[config.mk]
export PLATFORM = sky130hd
export DESIGN_NAME = win_div_16_signed_seq
export DESIGN_NICKNAME = d
export VERILOG_FILES = /design/src/rtl/win_div_16_signed_seq.sv
export SDC_FILE = /design/constraint.sdc
export NUM_CORES = 1
export LEC_CHECK = 0
export ABC_CLOCK_PERIOD_IN_PS = 3200
export CORE_UTILIZATION = 59
export CTS_CLUSTER_DIAMETER = 60
export DETAILED_ROUTE_END_ITERATION = 8
export GPL_TIMING_DRIVEN = 1
export PLACE_DENSITY = 0.81
export SLEW_MARGIN = 20
export SYNTH_ARGS = -nofsm -noshare
export SYNTH_HDL_FRONTEND = slang
export SYNTH_SLANG_ARGS = --single-unit
[constraint.sdc]
create_clock -name clk -period 3.2 [get_ports clk]
set_clock_uncertainty 0.05 [all_clocks]
set_input_delay 0.64 -clock clk [delete_from_list [all_inputs] [get_ports clk]]
set_output_delay 0.64 -clock clk [all_outputs]
set_load 0.01 [all_outputs]
[src/rtl/win_div_16_signed_seq.sv]
// Iterative signed divider: one 16-bit lane or two independent 8-bit lanes.
// Restoring shift-subtract on magnitudes, signs applied in a final fix-up cycle.
module win_div_16_signed_seq #(
   parameter int DATA_W = 16
) (
   input  logic                clk,
   input  logic                rst,
   input  logic                in_valid,
   output logic                in_ready,
   input  logic [DATA_W-1:0]   div_a,
   input  logic [DATA_W-1:0]   div_b,
   input  logic [1:0]          bitwidth,
   output logic                out_valid,
   input  logic                out_ready,
   output logic [2*DATA_W-1:0] div_out,
   output logic [1:0]          div_by_zero
);

   localparam int W  = DATA_W;
   localparam int H  = DATA_W / 2;
   localparam int CW = $clog2(DATA_W);

   localparam logic [2:0] S_IDLE = 3'd0;
   localparam logic [2:0] S_PREP = 3'd1;
   localparam logic [2:0] S_ITER = 3'd2;
   localparam logic [2:0] S_FIX  = 3'd3;
   localparam logic [2:0] S_DONE = 3'd4;

   function automatic logic [W:0] abs_w(input logic [W-1:0] x);
      logic [W:0] e;
      e = {x[W-1], x};
      return x[W-1] ? -e : e;
   endfunction

   function automatic logic [H:0] abs_h(input logic [H-1:0] x);
      logic [H:0] e;
      e = {x[H-1], x};
      return x[H-1] ? -e : e;
   endfunction

   logic [2:0]      state_q, state_d;
   logic [CW-1:0]   cnt_q, cnt_d;
   logic            dual_q;
   logic [W-1:0]    a_q, b_q;
   logic [1:0]      qneg_q, rneg_q, dz_q;
   logic [W-1:0]    qs0_q, rem0_q;
   logic [W:0]      dv0_q;
   logic [H-1:0]    qs1_q, rem1_q;
   logic [H:0]      dv1_q;
   logic [2*W-1:0]  out_q, out_d;
   logic [1:0]      dbz_q;

   logic [W:0]      fa, fb, t0, sub0;
   logic [H:0]      la, lb, ha, hb, t1, sub1;
   logic            ge0, ge1;
   logic [CW-1:0]   last;
   logic [W-1:0]    qm0, rm0, q0, r0;
   logic [H-1:0]    q1, r1;
   logic            unused;

   assign in_ready    = (state_q == S_IDLE);
   assign out_valid   = (state_q == S_DONE);
   assign div_out     = out_q;
   assign div_by_zero = dbz_q;

   assign fa = abs_w(a_q);
   assign fb = abs_w(b_q);
   assign la = abs_h(a_q[H-1:0]);
   assign lb = abs_h(b_q[H-1:0]);
   assign ha = abs_h(a_q[W-1:H]);
   assign hb = abs_h(b_q[W-1:H]);

   // Partial remainder is one bit wider than the lane to hold the compare.
   assign t0   = {rem0_q, qs0_q[W-1]};
   assign sub0 = t0 - dv0_q;
   assign ge0  = (t0 >= dv0_q);
   assign t1   = {rem1_q, qs1_q[H-1]};
   assign sub1 = t1 - dv1_q;
   assign ge1  = (t1 >= dv1_q);

   assign last   = dual_q ? CW'(H - 1) : CW'(W - 1);
   assign unused = ^{fa[W], la[H], ha[H], sub0[W], sub1[H]};

   always_comb begin
      state_d = state_q;
      cnt_d   = cnt_q;
      case (state_q)
         S_IDLE: if (in_valid) state_d = S_PREP;
         S_PREP: begin
            state_d = S_ITER;
            cnt_d   = '0;
         end
         S_ITER: begin
            if (cnt_q == last) begin
               state_d = S_FIX;
               cnt_d   = '0;
            end else begin
               cnt_d = cnt_q + 1'b1;
            end
         end
         S_FIX:  state_d = S_DONE;
         S_DONE: if (out_ready) state_d = S_IDLE;
         default: state_d = S_IDLE;
      endcase
   end

   always_comb begin
      qm0 = dual_q ? {{H{1'b0}}, qs0_q[H-1:0]} : qs0_q;
      rm0 = rem0_q;
      q0  = qneg_q[0] ? -qm0 : qm0;
      r0  = rneg_q[0] ? -rm0 : rm0;
      if (dz_q[0]) begin
         q0 = '1;
         r0 = dual_q ? {{H{1'b0}}, a_q[H-1:0]} : a_q;
      end
      q1 = qneg_q[1] ? -qs1_q : qs1_q;
      r1 = rneg_q[1] ? -rem1_q : rem1_q;
      if (dz_q[1]) begin
         q1 = '1;
         r1 = a_q[W-1:H];
      end
      out_d = dual_q ? {q1, r1, q0[H-1:0], r0[H-1:0]} : {q0, r0};
   end

   always_ff @(posedge clk) begin
      if (rst) begin
         state_q <= S_IDLE;
         cnt_q   <= '0;
         dual_q  <= 1'b0;
         a_q     <= '0;
         b_q     <= '0;
         qneg_q  <= '0;
         rneg_q  <= '0;
         dz_q    <= '0;
         qs0_q   <= '0;
         rem0_q  <= '0;
         dv0_q   <= '0;
         qs1_q   <= '0;
         rem1_q  <= '0;
         dv1_q   <= '0;
         out_q   <= '0;
         dbz_q   <= '0;
      end else begin
         state_q <= state_d;
         cnt_q   <= cnt_d;
         case (state_q)
            S_IDLE: begin
               if (in_valid) begin
                  a_q    <= div_a;
                  b_q    <= div_b;
                  dual_q <= (bitwidth == 2'b11);
               end
            end
            S_PREP: begin
               rem0_q <= '0;
               rem1_q <= '0;
               if (dual_q) begin
                  // Low lane sits in the top half so both modes shift from bit W-1.
                  qs0_q  <= {la[H-1:0], {H{1'b0}}};
                  dv0_q  <= {{H{1'b0}}, lb};
                  qs1_q  <= ha[H-1:0];
                  dv1_q  <= hb;
                  qneg_q <= {a_q[W-1] ^ b_q[W-1], a_q[H-1] ^ b_q[H-1]};
                  rneg_q <= {a_q[W-1], a_q[H-1]};
                  dz_q   <= {b_q[W-1:H] == '0, b_q[H-1:0] == '0};
               end else begin
                  qs0_q  <= fa[W-1:0];
                  dv0_q  <= fb;
                  qs1_q  <= '0;
                  dv1_q  <= '0;
                  qneg_q <= {1'b0, a_q[W-1] ^ b_q[W-1]};
                  rneg_q <= {1'b0, a_q[W-1]};
                  dz_q   <= {1'b0, b_q == '0};
               end
            end
            S_ITER: begin
               rem0_q <= ge0 ? sub0[W-1:0] : t0[W-1:0];
               qs0_q  <= {qs0_q[W-2:0], ge0};
               rem1_q <= ge1 ? sub1[H-1:0] : t1[H-1:0];
               qs1_q  <= {qs1_q[H-2:0], ge1};
            end
            S_FIX: begin
               out_q <= out_d;
               dbz_q <= dz_q;
            end
            default: ;
         endcase
      end
   end

endmodule
==> impl_metrics.ini <==
[synth]
postSynthAreaPerCell_um2 = 7.77
synth_cells = 1210
synthArstFlopShare_pct = 0
synth.most_common_cell = nand2_1
ys.flop_type = dfxtp_1
synth_commonest_cells = nand2_1, dfxtp_1, a21oi_1
yosys_warnings = 0
syn-num-nets = 1287
synth_area_mm2 = 0.00940
ys_seq_area_share_pct = 32.8
yosysTopAreaCell = dfxtp_1
synth-edff-count = 0
ys_seq_elements = 154
yosysTopAreaCellShare_pct = 32.8
ys_types = 70
yosys-top-cells-area = dfxtp_1, nand2_1, a21oi_1

[timing]
setup_viol = 0
fin_crit_sh_pct = 87.2
hold_viol = 0
timing.fmax_ghz = 0.358
rsz0062_at_grt = no
relSlewSlack_pct = 51.0
fin_ws_ns = 0.410
worst_pin_slew_ns = 0.733
final.setup.tns_ns = 0
hold_ws_ns = 0.403
drv_slew = 0
fin_crit_ns = 2.79

[cts]
clock-sinks = 154
clock_latency_ns = 0.43
cts-root-buf = clkbuf_16
cts_tree = yes
cts_hold_buf = 0
clk_pin_slew_worst_paths_ns = 0.06
numCtsBuffers = 17
cts_buffer_depth = 2
htree_levels = 4
cts_resized = 0
post_cts_buffers = 0

[route]
post_drt_via_cell_ratio = 6.14
dr.pass1.iters = 6
drcViolationCount = 0
dr_total_vias = 9012
antenna_left = 0
drtIter0Drc = 1029
routedWlPerCell_um = 17.7
drt_wl_total_mm = 26.0

[critical_path]
cp_max_fo = 12
crit_type = flop to flop
critPathMaxStageDelay_ns = 0.48
cp.required_ns = 3.45
worst_setup_path_start_kind = flop
crit_slowest_cell = dfxtp_1
cp-end-kind = flop
crit_path_cell_trace = ha_1 > a21oi_1 > a2bb2oi_1 > nand4_1 > a21oi_2 > buf_4 > mux2i_1 > o21ai_0
cp_data_arrival_time_ns = 3.04

[global_routing]
antenna_found_initial = 0
grt_pass1_vias = 8335
grt.overflow.total = 0
grt.total_usage_pct = 32.9
grt_start_max_net_pins = 49
grt_pass1_wl_mm = 42.5

[placement]
gp_congestion = 0.965
portBuffers = 73
place_ws_ns = 0.485
dp.cells = 1436
hpwlAfterDp_mm = 18.9

[floorplan]
die_w_um = 128
initial_core_util_pct = 61.2
io_pins = 74
num_rows = 45
die_area_mm2 = 0.0164
core-area_mm2 = 0.0154
die_h_um = 128

[outcome]
status = completed

[min_path]
holdCritPathClass = flop to flop

[final_layout]
drive_gt1_share_pct = 6.21
antenna_cells = 0
fillCellCount = 1286
fin_nets = 1321
seq_area_mm2 = 0.00308
finish.utilization_pct = 70.5
synthToLayoutAreaGrowth_pct = 15.3
fin_cells = 1468
multi_input_area_mm2 = 0.00578

[pwr]
power_density_mw_per_mm2 = 581
combPwrFrac_pct = 33.8
ir_drop_v = 0.000384
power_frac_clock_pct = 30.8
switching_power_mw = 2.22
p_leak_nw = 4.15
p_int_mw = 4.07
p_seq_share_pct = 35.4
swShare_pct = 35.3

[job]
cap_violations = 0
## cells by family (layout without fill, tap and decap cells)
| group | Yosys count | count (layout) | share of synthesized area [%] |
|---|---|---|---|
| AND/OR/NAND/NOR | 411 | 411 | 19.8 |
| AO/OA/AOI/OAI | 339 | 339 | 24.1 |
| flip-flops | 154 | 154 | 32.8 |
| buffers and inverters | 140 | 187 | 5.74 |
| XOR/XNOR | 95 | 95 | 8.85 |
| adder cells (fa/ha/maj) | 39 | 39 | 5.35 |
| multiplexers | 32 | 32 | 3.43 |
## power groups by stage
| stage | registers (mW) | logic (mW) | clock network [mW] |
|---|---|---|---|
| 6_report | 2.23 | 2.13 | 1.94 |
| 5_1_grt | 2.24 | 2.33 | 2.03 |
| 4_1_cts | 2.22 | 2.10 | 1.94 |
| 3_5_place_dp | 2.26 | 2.07 | 0 |
| 3_3_place_gp | 2.25 | 2.06 | 0 |
| 2_1_floorplan | 2.17 | 1.62 | 0 |
## stage by stage
| stage | cell area (um2) | power (mW) |
|---|---|---|
| floorplan | 9400 | 3.79 |
| global placement | 10300 | 4.31 |
| detailed placement | 10300 | 4.33 |
| CTS | 10800 | 6.26 |
| global route | 10800 | 6.60 |
| finish | 10800 | 6.29 |
## critical path, delay by kind of cell (launching register included)
family                   cells  cell delay [ns]
flip-flops                   1             0.48
multiplexers                 1             0.22
AO/OA/AOI/OAI                4             1.10
AND/OR/NAND/NOR              1             0.14
buffers and inverters        1             0.32
adder cells (fa/ha/maj)      1             0.35
## final timing paths
| kind | from | slack (ns) | to | cells after the start |
|---|---|---|---|---|
| setup / recovery | rem0_q[2] | 0.41 | rem0_q[6] | 8 |
| hold / removal | div_out[28] | 0.40 | div_out[28] | 1 |
| setup reg to reg | rem0_q[2] | 0.41 | rem0_q[6] | 8 |
| hold reg to reg | div_out[28] | 0.40 | div_out[28] | 1 |
## cell type report
type / count / area share, %
well taps: 211 / 2.44
repair buffers: 102 / 8.73
multi-input cells: 916 / 53.3
inverters: 53 / 1.84
clock inverters: 9 / 0.808
clock buffers: 23 / 4.41
flip-flops and latches: 154 / 28.4
## metal layers
layer  part of all wire (%)  track usage (%)  vias to the layer above
li1                       -                -                     4359
met1                     46             45.1                     4212
met2                     44             50.5                      369
met3                    6.7             7.10                       72
met4                    3.3             12.6                        0
met5                      0                0                        -
## registers in the layout (all words and copies together) (netlist names), 9 cells and up
| signal | flops |
|---|---|
| a_q | 16 |
| b_q | 16 |
| div_out | 32 |
| dv0_q | 17 |
| dv1_q | 9 |
| qs0_q | 16 |
| rem0_q | 16 |
## placed cells by master (no fill, tap or decap), drive strengths merged, types with 10 or more instances in the layout
master / count
mux2i: 30
a211oi: 23
a21o: 12
nand2: 195
buf: 30
or3: 14
a21oi: 94
o211ai: 17
nand2b: 11
ha: 37
xnor2: 53
a22oi: 12
inv: 54
dfxtp: 154
nand3: 21
nor2b: 10
o21ai: 65
clkdlybuf4s50: 72
xor2: 42
nor2: 93
o41ai: 10
o31ai: 19
clkbuf: 23
a221oi: 13
nor3: 27
(Power assumes the default switching activity.)
==> patch, RTL diff (config.mk and constraints unchanged) <==
Make the reset (`rst`) asynchronous in one clocked block.
--- a/src/rtl/win_div_16_signed_seq.sv
+++ b/src/rtl/win_div_16_signed_seq.sv
@@ -123,5 +123,5 @@
    end
 
-   always_ff @(posedge clk) begin
+   always_ff @(posedge clk or posedge rst) begin
       if (rst) begin
          state_q <= S_IDLE;
Behaviour: differs if rst is asserted again (counterexample within 4 cycles, from zero or initial values and one cycle with rst high); with rst held inactive, the same outputs for 10 cycles.
==> patch against the unedited design <==
Wire length fell by 8.1%; final area is 2.4% higher; utilization down 0.41 points; worst setup slack lost 38 ps; area after synthesis rose by 1.3%; synthesized cell count down 12%; sequential cell count unchanged; non-clock buffer count shrank 9.
Power is not compared: it rests on default switching activity, and its combinational part moved more than twofold at a synthesized area within 25%.
==> patch: results (changes against the unedited design) <==
outcome complete, no violations; GPL Wtd Cong 0.9411 (-2.5%); vias in the first global route 7784 (-6.6%); worst r2r path cells 11 (+3); Total Wirelength 23870 um (-8.1%); sequential-to-total area share from yosys stat 40.48% (+7.7 points); post-DP HPWL 17330 um (-8.4%); Placed Area 10450 sq um (+1.7%); Layout fillers 1251 (-2.7%); Critical-path top delay cell or4b_1; Ant. Diodes 0 (unchanged); Post-Synth XOR/XNOR Area 8.741% (-0.11 points); adder-cell share of the synthesized area 5.284% (-0.067 points); max reg flops 32 (unchanged); Congestion Overflow GR 0 (unchanged); via density per instance 6.086 (-0.87%); synth unique cells 66 (-5.7%); CTS root buf clkbuf_16; Slew headroom 37.51% (-13 points); top-count cell post-synth dfrtp_1; max incr delay on CP 430 ps (-50 ps); Min-Delay Endpoint div_out[12]$_DFFE_PP0P_; hold path startpoint div_out[12]$_DFFE_PP0P_; initial antenna violation count 0 (unchanged); Global Route Usage Sum 30.51% (-2.4 points); hold path depth 2 (+1); Syn Nets 1137 (-12%); Final nets 1180 (-11%); reg2reg end rem0_q[10]$_DFFE_PP0N_; first-iteration detailed-routing DRC count 830 (-19%); layout cell share with drive strength beyond 1 8.879% (+2.7 points); largest net degree at the start of global routing 65 (+33%); delay-heaviest family, CP compound AO/OA/AOI/OAI gates; CP Data Arrival Time 3150 ps (+110 ps); worst-path fanout max 4 (-8); Compound-Gate Fraction of Synth Area 20.22% (-3.8 points); first-pass GRT wire length 39130 um (-7.8%); ranking of synthesized cells by area dfrtp_1, o21ai_0, nand2_1; r2r setup slk 370 ps (-40 ps); Commonest cells post-synth dfrtp_1, nand2_1, o21ai_0, clkbuf_1; mux cell area share after synthesis 5.915% (+2.5 points); Synthesis Warnings 0 (unchanged); CP startpoint qs0_q[15]$_DFFE_PP0N_; ys async rst share 100.0% (+100 points)
-- patch: cell count changes in the layout (fill, tap and decap cells not counted), moves of 13 or more --
cell and change:
dfxtp_1 -154, dfrtp_1 +154, buf_4 -13, nor2_1 -41, a211oi_1 -15, mux2_2 +24, o21ai_0 +51, a21oi_1 -47
nand2_1 -51
-- patch: stage by stage --
step	utilization (%)	setup WS (ps)	std cells	total power (uW)	hold slack, ps
after floorplan	-	565.1	1060	9033	398.5
after global placement	66.01	502.3	1300	10900	410.6
after detailed placement	66.01	428.3	1300	11110	419.5
after CTS	70.11	382.9	1331	13390	433.3
after global routing	70.11	235.7	1331	14450	436.1
final	70.11	372.1	1331	13480	428.9
-- patch: where the power goes --
part	total, uW	switching (uW)	internal, uW
Sequential	3860	1100	2760
Clock	2220	801	1420
Combinational	7400	4150	3250
Total	13500	6050	7430
-- patch: layout make-up --
type | count | area, sq um | share of cell area [%]
Sequential cell | 154 | 3854 | 34.73
Clock inverter | 11 | 192.7 | 1.736
Tap cell | 216 | 270.3 | 2.435
Timing Repair Buffer | 93 | 918.4 | 8.276
Multi-Input combinational cell | 784 | 5202 | 46.88
Clock buffer | 20 | 456.7 | 4.115
Inverter | 53 | 202.7 | 1.827
-- patch: per-layer routing --
layer / global-route usage [%] / vias to the layer above / part of all wire (%)
li1: - / 3852 / -
met1: 38.93 / 3834 / 42
met2: 50.59 / 343 / 48
met3: 4.872 / 71 / 5.9
met4: 15.36 / 0 / 3.7
met5: 0 / - / 0
-- patch: cell families (layout without fill, tap and decap cells) --
family | Yosys count | in the layout
buf+inv | 122 | 177
mux | 53 | 53
compound gates | 300 | 300
fa+ha+maj | 39 | 39
flops | 154 | 154
simple gates | 297 | 297
xor+xnor | 95 | 95
